--- src/rtl/mio_responder.sv ---
// Memory-mapped I/O responder: a single CPU request port served by RAM (with a
// configurable wait), a GPIO port and a free-running counter.
module mio_responder #(
    parameter int RAM_WAIT = 1
) (
    input  logic        clk,
    input  logic        reset,
    input  logic        cpu_mio,
    input  logic        mem_r,
    input  logic        mem_w,
    input  logic [31:0] addr_bus,
    input  logic [31:0] wdata,
    output logic [31:0] rdata,
    output logic        mio_ready,
    output logic [9:0]  ram_addr,
    output logic [31:0] ram_din,
    output logic        ram_we,
    input  logic [31:0] ram_dout,
    input  logic [31:0] gpio_in,
    output logic [31:0] gpio_out
);

    typedef enum logic [1:0] {
        IDLE = 2'd0,
        WAIT = 2'd1,
        ACK  = 2'd2
    } state_t;

    localparam logic [1:0] REGION_RAM  = 2'd0;
    localparam logic [1:0] REGION_GPIO = 2'd1;
    localparam logic [1:0] REGION_CNT  = 2'd2;
    localparam logic [1:0] REGION_NONE = 2'd3;
    localparam logic [2:0] WAIT_LAST   = 3'(RAM_WAIT - 1);

    function automatic logic [1:0] decode_region(input logic [3:0] page);
        case (page)
            4'h0:    decode_region = REGION_RAM;
            4'hE:    decode_region = REGION_GPIO;
            4'hF:    decode_region = REGION_CNT;
            default: decode_region = REGION_NONE;
        endcase
    endfunction

    state_t      state_r;
    logic [9:0]  word_addr_r;
    logic [31:0] wdata_r;
    logic        write_r;
    logic [2:0]  wait_cnt_r;
    logic [31:0] rdata_r;
    logic        mio_ready_r;
    logic        ram_we_r;
    logic [31:0] gpio_out_r;
    logic [31:0] counter_r;

    logic        accept_s;
    logic [1:0]  req_region_s;
    logic        counter_wr_s;
    logic        unused_s;

    // Request qualification and decode of the incoming (not yet latched) address.
    always_comb begin
        accept_s     = (state_r == IDLE) && cpu_mio && (mem_r || mem_w);
        req_region_s = decode_region(addr_bus[31:28]);
        // mem_w alone selects a write, so a simultaneous mem_r is ignored.
        counter_wr_s = accept_s && mem_w && (req_region_s == REGION_CNT);
    end

    assign unused_s = ^{addr_bus[27:12], addr_bus[1:0]};

    // Free-running counter; a CPU write overrides the increment for that cycle.
    always_ff @(posedge clk or posedge reset) begin
        if (reset) begin
            counter_r <= 32'h0000_0000;
        end else if (counter_wr_s) begin
            counter_r <= wdata;
        end else begin
            counter_r <= counter_r + 32'd1;
        end
    end

    // Transaction FSM with all registered outputs.
    always_ff @(posedge clk or posedge reset) begin
        if (reset) begin
            state_r     <= IDLE;
            word_addr_r <= 10'd0;
            wdata_r     <= 32'h0000_0000;
            write_r     <= 1'b0;
            wait_cnt_r  <= 3'd0;
            rdata_r     <= 32'h0000_0000;
            mio_ready_r <= 1'b0;
            ram_we_r    <= 1'b0;
            gpio_out_r  <= 32'h0000_0000;
        end else begin
            mio_ready_r <= 1'b0;
            ram_we_r    <= 1'b0;
            case (state_r)
                IDLE: begin
                    if (accept_s) begin
                        word_addr_r <= addr_bus[11:2];
                        wdata_r     <= wdata;
                        write_r     <= mem_w;
                        if (req_region_s == REGION_RAM) begin
                            state_r    <= WAIT;
                            wait_cnt_r <= 3'd0;
                            ram_we_r   <= mem_w;
                        end else begin
                            state_r     <= ACK;
                            mio_ready_r <= 1'b1;
                            case (req_region_s)
                                REGION_GPIO: begin
                                    if (mem_w) begin
                                        gpio_out_r <= wdata;
                                    end else begin
                                        rdata_r <= gpio_in;
                                    end
                                end
                                REGION_CNT: begin
                                    if (!mem_w) begin
                                        rdata_r <= counter_r;
                                    end
                                end
                                default: begin
                                    if (!mem_w) begin
                                        rdata_r <= 32'h0000_0000;
                                    end
                                end
                            endcase
                        end
                    end
                end
                WAIT: begin
                    if (wait_cnt_r == WAIT_LAST) begin
                        state_r     <= ACK;
                        mio_ready_r <= 1'b1;
                        if (!write_r) begin
                            rdata_r <= ram_dout;
                        end
                    end else begin
                        wait_cnt_r <= wait_cnt_r + 3'd1;
                    end
                end
                ACK: begin
                    state_r <= IDLE;
                end
                default: begin
                    state_r <= IDLE;
                end
            endcase
        end
    end

    assign rdata     = rdata_r;
    assign mio_ready = mio_ready_r;
    assign ram_addr  = word_addr_r;
    assign ram_din   = wdata_r;
    assign ram_we    = ram_we_r;
    assign gpio_out  = gpio_out_r;

endmodule

--- config.mk ---
export PLATFORM = sky130hd
export DESIGN_NAME = mio_responder
export DESIGN_NICKNAME = d
export VERILOG_FILES = /design/src/rtl/mio_responder.sv
export SDC_FILE = /design/constraint.sdc
export NUM_CORES = 1
export LEC_CHECK = 0
export CORE_MARGIN = 4
export CORE_UTILIZATION = 45
export DETAILED_ROUTE_END_ITERATION = 7
export HOLD_SLACK_MARGIN = 0.1
export PLACE_DENSITY = 0.8
export SETUP_SLACK_MARGIN = 0.05
export SYNTH_ARGS = -nofsm -noshare
export SYNTH_HDL_FRONTEND = slang
export SYNTH_SLANG_ARGS = --single-unit
--- constraint.sdc ---
create_clock -name clk -period 6.1 [get_ports clk]
set_input_delay 1.83 -clock clk [delete_from_list [all_inputs] [get_ports clk]]
set_output_delay 1.83 -clock clk [all_outputs]
set_load 0.05 [all_outputs]
Word level (Yosys, flattened, before mapping)
Cells that the tools add are included.
{ "op_classes": {"add_sub_neg": 2, "n_eq_ne": 12, "mux": 26, "bitwise": 1, "reduce_logical": 15} }
{ "op_table": {"columns": ["op", "n"], "rows": [
  ["32-bit two-way mux", 8],
  ["32-bit one-hot mux with 2 select lines", 2],
  ["32-bit by 1-bit adder with 32-bit output, second input constant", 1],
  ["2-bit inequality test, second input constant", 6],
  ["3-bit two-way mux", 3],
  ["4-bit == test, second input constant", 2],
  ["1-bit two-way mux", 6],
  ["2-bit two-way mux", 3],
  ["2-bit one-hot mux with 3 select lines", 1],
  ["3-bit one-hot mux with 2 select lines", 1],
  ["6-bit AND reduction", 1],
  ["5-bit AND reduction", 1],
  ["2-bit by 1-bit == test with 1-bit output, second input constant", 2],
  ["1-bit logical AND", 4],
  ["2-bit logical NOT", 2],
  ["4-bit logical NOT", 1],
  ["2-bit one-hot mux with 2 select lines", 1],
  ["2-bit AND reduction", 2],
  ["4-bit AND reduction", 1],
  ["3-bit by 1-bit adder with 3-bit output, second input constant", 1],
  ["3-bit logical NOT", 1],
  ["2-bit == test, second input constant", 1],
  ["2-bit by 1-bit inequality test with 1-bit output, second input constant", 1],
  ["1-bit one-hot mux with 2 select lines", 1],
  ["3 further kinds", 3]
]} }
{ "word_totals": {"register_bits": 146, "out_inout_bits": 108, "word_cells": 66} }

Longest topological paths before layout
{ "logic_depth": {"depth_word": 7, "ltp_mapped": 10} }

Least setup slack after synthesis
OpenSTA, ideal clock, no wires.
{ "synth_timing": {"path_kind": "input port to flip-flop", "startpoint": "input addr_bus[30]", "endpoint": "register gpio_out_r[0], in the netlist gpio_out[0]", "setup_ps": 125, "arrival_ps": 3446, "required_ps": 5975, "slack_ps": 2529, "path_stages": 9, "path_buffers": 1, "path_cell_list": "nand3_1 > nor2_1 > inv_1 > ha_1 > o31ai_1 > nand3_1 > nand3_1 > clkbuf_1 > mux2_2"} }
{ "synth_between": {"elab_chain_cells": 5} }
{ "synth_lines": {"columns": ["element", "line_no", "rtl"], "rows": [
  ["start: declaration", "11", "input logic [31:0] addr_bus,"],
  ["4-bit == test / 4-bit logical NOT (equally long branches)", "36", "case (page)"],
  ["2-bit one-hot mux with 3 select lines *", "36", null],
  ["2-bit logical NOT", "102", "if (req_region_s == REGION_RAM) begin"],
  ["1-bit NOT (no line)", null, null],
  ["5-bit AND reduction (no line) *", null, null],
  ["end signal: assignment", "112", "gpio_out_r <= wdata;"],
  ["end: declaration", "52", "logic [31:0] gpio_out_r;"]
]} }
Every way passes the cells marked *; elsewhere a longest branch is shown, timed or not.
A chain may end at the register's enable or synchronous reset.

Worst setup path after layout
{ "layout_timing": {"startpoint": "input addr_bus[31]", "endpoint": "register counter_r[1]"} }
{ "layout_between": {"elab_chain_cells": 5} }
{ "layout_lines": {"columns": ["element", "line_no", "rtl"], "rows": [
  ["4-bit == test / 4-bit logical NOT (equally long branches)", "36", null],
  ["2-bit one-hot mux with 3 select lines *", "36", null],
  ["2-bit == test *", "65", "counter_wr_s = accept_s && mem_w && (req_region_s == REGION_CNT);"],
  ["1-bit logical AND *", "65", null],
  ["32-bit two-way mux *", "74", "end else if (counter_wr_s) begin"],
  ["end signal: assignment", "75", "counter_r <= wdata;"],
  ["end signal: assignment", "77", "counter_r <= counter_r + 32'd1;"],
  ["end: declaration", "53", "logic [31:0] counter_r;"]
]} }
Marked as above.

==> impl_metrics.py <==
metrics = {
    "global_route": {
        "grt_max_degree": 66,
        "grt_pass1_vias": 5785,
        "grt_pass1_wl_microns": 30200,
        "antenna_found_initial": 0,
        "track_usage_pct": 22.6,
        "grt-ovfl-total": 0,
    },
    "logic_synthesis": {
        "synthMostInstantiatedCell": "dfrtp_1",
        "yosys.area.top_type_share_pct": 53.8,
        "synth_area_per_cell_sq_um": 11.5,
        "synth_seq_cells": 146,
        "synthTopCellsByArea": "dfrtp_1, mux2_2, a22oi_1, xnor2_1, nand2_1",
        "netlist_area_sq_um": 6790,
        "synth-seq-area-share_pct": 53.8,
        "synthArstFlopShare_pct": 100,
        "synthCells": 591,
        "synth_common_cells": "dfrtp_1, mux2_2, nand2_1, nor2_1, o21ai_0",
        "ys_types": 44,
        "synth.largest_area_cell": "dfrtp_1",
        "synth_edf_count": 0,
        "synth_nets": 730,
        "ys_warn_count": 0,
        "ys_dominant_reg_cell": "dfrtp_1",
    },
    "sta": {
        "grt_setup_unrepaired": "false",
        "layout_setup_ws_ps": 1940,
        "slew_violations": 0,
        "hold_slack_ps": 471,
        "clock.fmax_ghz": 0.240,
        "hold_viol_final": 0,
        "fin_tns_setup_ps": 0,
        "period_share_pct": 68.2,
        "setup_violations": 0,
        "period_minus_slack_ps": 4160,
        "clock_skew_ps": 6.25,
        "tightest_slew_ps": 1210,
        "slew_headroom_pct": 19.3,
    },
    "floorplan": {
        "fp.dieW_microns": 131,
        "core_area_sq_um": 14600,
        "initial_core_util_pct": 46.3,
        "dieArea_sq_um": 17100,
        "num_rows": 44,
        "die_h_microns": 131,
        "io_pins": 241,
    },
    "power_and_ir_drop": {
        "leakage_nw": 4.05,
        "power_density_nw_per_um2": 568,
        "irDropWorstVdd_mv": 0.375,
    },
    "setup_path": {
        "rr_endpoint": "counter_r[28]",
        "crit_arrival_ps": 4460,
        "startpoint_type": "input pin",
        "r2r_start": "counter_r[0]",
        "timing_worst_setup_path_type": "in2reg",
        "r2r_setup_slack_ps": 3740,
        "reg2regPathDepth": 6,
        "critPathMaxFanout": 63,
        "cp.required_ps": 6400,
        "critPathCaptureType": "register",
    },
    "finish": {
        "drive_gt1_share_pct": 18.5,
        "final_core_util_pct": 66.8,
        "area_growth_pct": 44.1,
        "antenna_cells": 0,
        "final_nets": 941,
    },
    "drt": {
        "first_pass_iters": 5,
        "drc": 0,
        "drtIter0Drc": 284,
        "drtAntennaViolNets": 0,
        "wirelength_microns": 19200,
        "vias": 5427,
        "wire_per_inst_microns": 19.2,
        "via_per_inst": 5.43,
    },
    "clock_network": {
        "path_clk_slew_ps": 60,
        "cts.hold.buffers_added": 0,
        "root_buffer": "clkbuf_16",
        "cts_buffer_depth": 2,
        "cts_tree": "done",
        "cts-resized-gates": 0,
        "cts.sinks": 146,
        "post_cts_buffers": 0,
        "cts_made_buffers": 17,
        "h-tree-depth": 4,
        "clk_latency_ps": 410,
    },
    "place": {
        "hpwl_microns": 14200,
        "place_congestion": 0.881,
        "io_buffer_count": 222,
        "place_ws_ps": 1550,
    },
    "min_path": {
        "hold_end": "write_r",
        "holdCritStartpoint": "write_r",
        "hp-class": "reg2reg",
        "whs_path_depth": 1,
    },
    "flow_run": {
        "maxCapViolations": 0,
    },
    "outcome": {
        "outcome": "finished clean",
    },
}
-- worst max-delay path by stage --
stage | end | slack (ps) | start
2_1_floorplan | counter_r[0] | 350 | reset
3_3_place_gp | counter_r[1] | 1640 | addr_bus[31]
3_5_place_dp | counter_r[1] | 1550 | addr_bus[30]
4_1_cts | counter_r[1] | 1960 | addr_bus[30]
5_1_grt | counter_r[1] | 1740 | addr_bus[30]
6_report | counter_r[1] | 1940 | addr_bus[31]
-- cell usage in the layout, fill, tap and decap left out, types with 3 or more instances in the layout --
master | synthesis | layout
and4_1 | 3 | 3
nand3_1 | 20 | 20
clkdlybuf4s50_1 | 0 | 222
mux2_1 | 8 | 8
a21oi_1 | 31 | 31
nor3_1 | 7 | 7
buf_4 | 1 | 8
xor2_1 | 4 | 4
nor4_1 | 6 | 6
ha_1 | 6 | 6
clkbuf_16 | 0 | 17
dfrtp_1 | 146 | 146
nor2_1 | 39 | 39
inv_1 | 8 | 7
nand4_1 | 5 | 5
o21ai_0 | 34 | 34
nand2_1 | 51 | 50
clkbuf_1 | 27 | 3
nor3_2 | 3 | 3
xnor2_1 | 26 | 26
bufinv_16 | 0 | 6
mux2_2 | 99 | 99
clkinv_2 | 0 | 4
a22oi_1 | 32 | 32
-- power breakdown --
| group | internal (W) | switching, W | leakage (nW) |
|---|---|---|---|
| clock network | 0.000775 | 0.000384 | 0.321 |
| registers | 0.00140 | 0.000375 | 1.84 |
| logic | 0.00100 | 0.00162 | 1.89 |
| total | 0.00318 | 0.00238 | 4.05 |
-- registers in the layout, summed over array words and instances, names as in the netlist --
name,flops
rdata,32
gpio_out,32
ram_addr,10
wait_cnt_r,3
state_r,2
ram_din,32
ram_we,1
write_r,1
counter_r,32
mio_ready,1
-- critical path, cell delays in order --
cell and delay (ps):
clkdlybuf4s50_1 510, nand3_1 140, nor2_1 180, inv_1 90, ha_1 620, nand2_2 180, buf_4 500, mux2_2 400
-- layout make-up --
cell class	instances	area [sq um]
Tap cell	184	230
Timing Repair Buffer	230	2280
Inverter	8	35.0
Fill cell	1080	4860
Clock inverter	11	208
Clock buffer	21	450
Multi-Input combinational cell	399	2920
Sequential cell	146	3650
-- metal layers --
| metal | global-route usage [%] | share of wire (%) | vias up |
|---|---|---|---|
| li1 | - | - | 2523 |
| met1 | 30.2 | 43 | 2662 |
| met2 | 35.7 | 48 | 215 |
| met3 | 6.14 | 7.1 | 27 |
| met4 | 8.11 | 1.7 | 0 |
| met5 | 0 | 0 | - |
-- per-stage QoR --
step	instances	total power [W]	instance area, sq um
floorplan	591	0.00344	6790
global placement	967	0.00432	9120
detailed placement	967	0.00440	9120
CTS	999	0.00559	9780
global route	999	0.00580	9780
finish	999	0.00555	9780
-- kinds of logic (layout without fill, tap and decap cells) --
kind of cell	Yosys count	after routing	synth area share, %
DFF	146	146	53.8
adders and majority gates	6	6	1.11
muxes	107	107	17.8
and+or+nand+nor	152	152	11.0
xor gates and xnor gates	30	30	3.87
buffers and inverters	46	270	3.23
AOI/OAI and AO/OA	104	104	9.22
(Power assumes the default switching activity.)
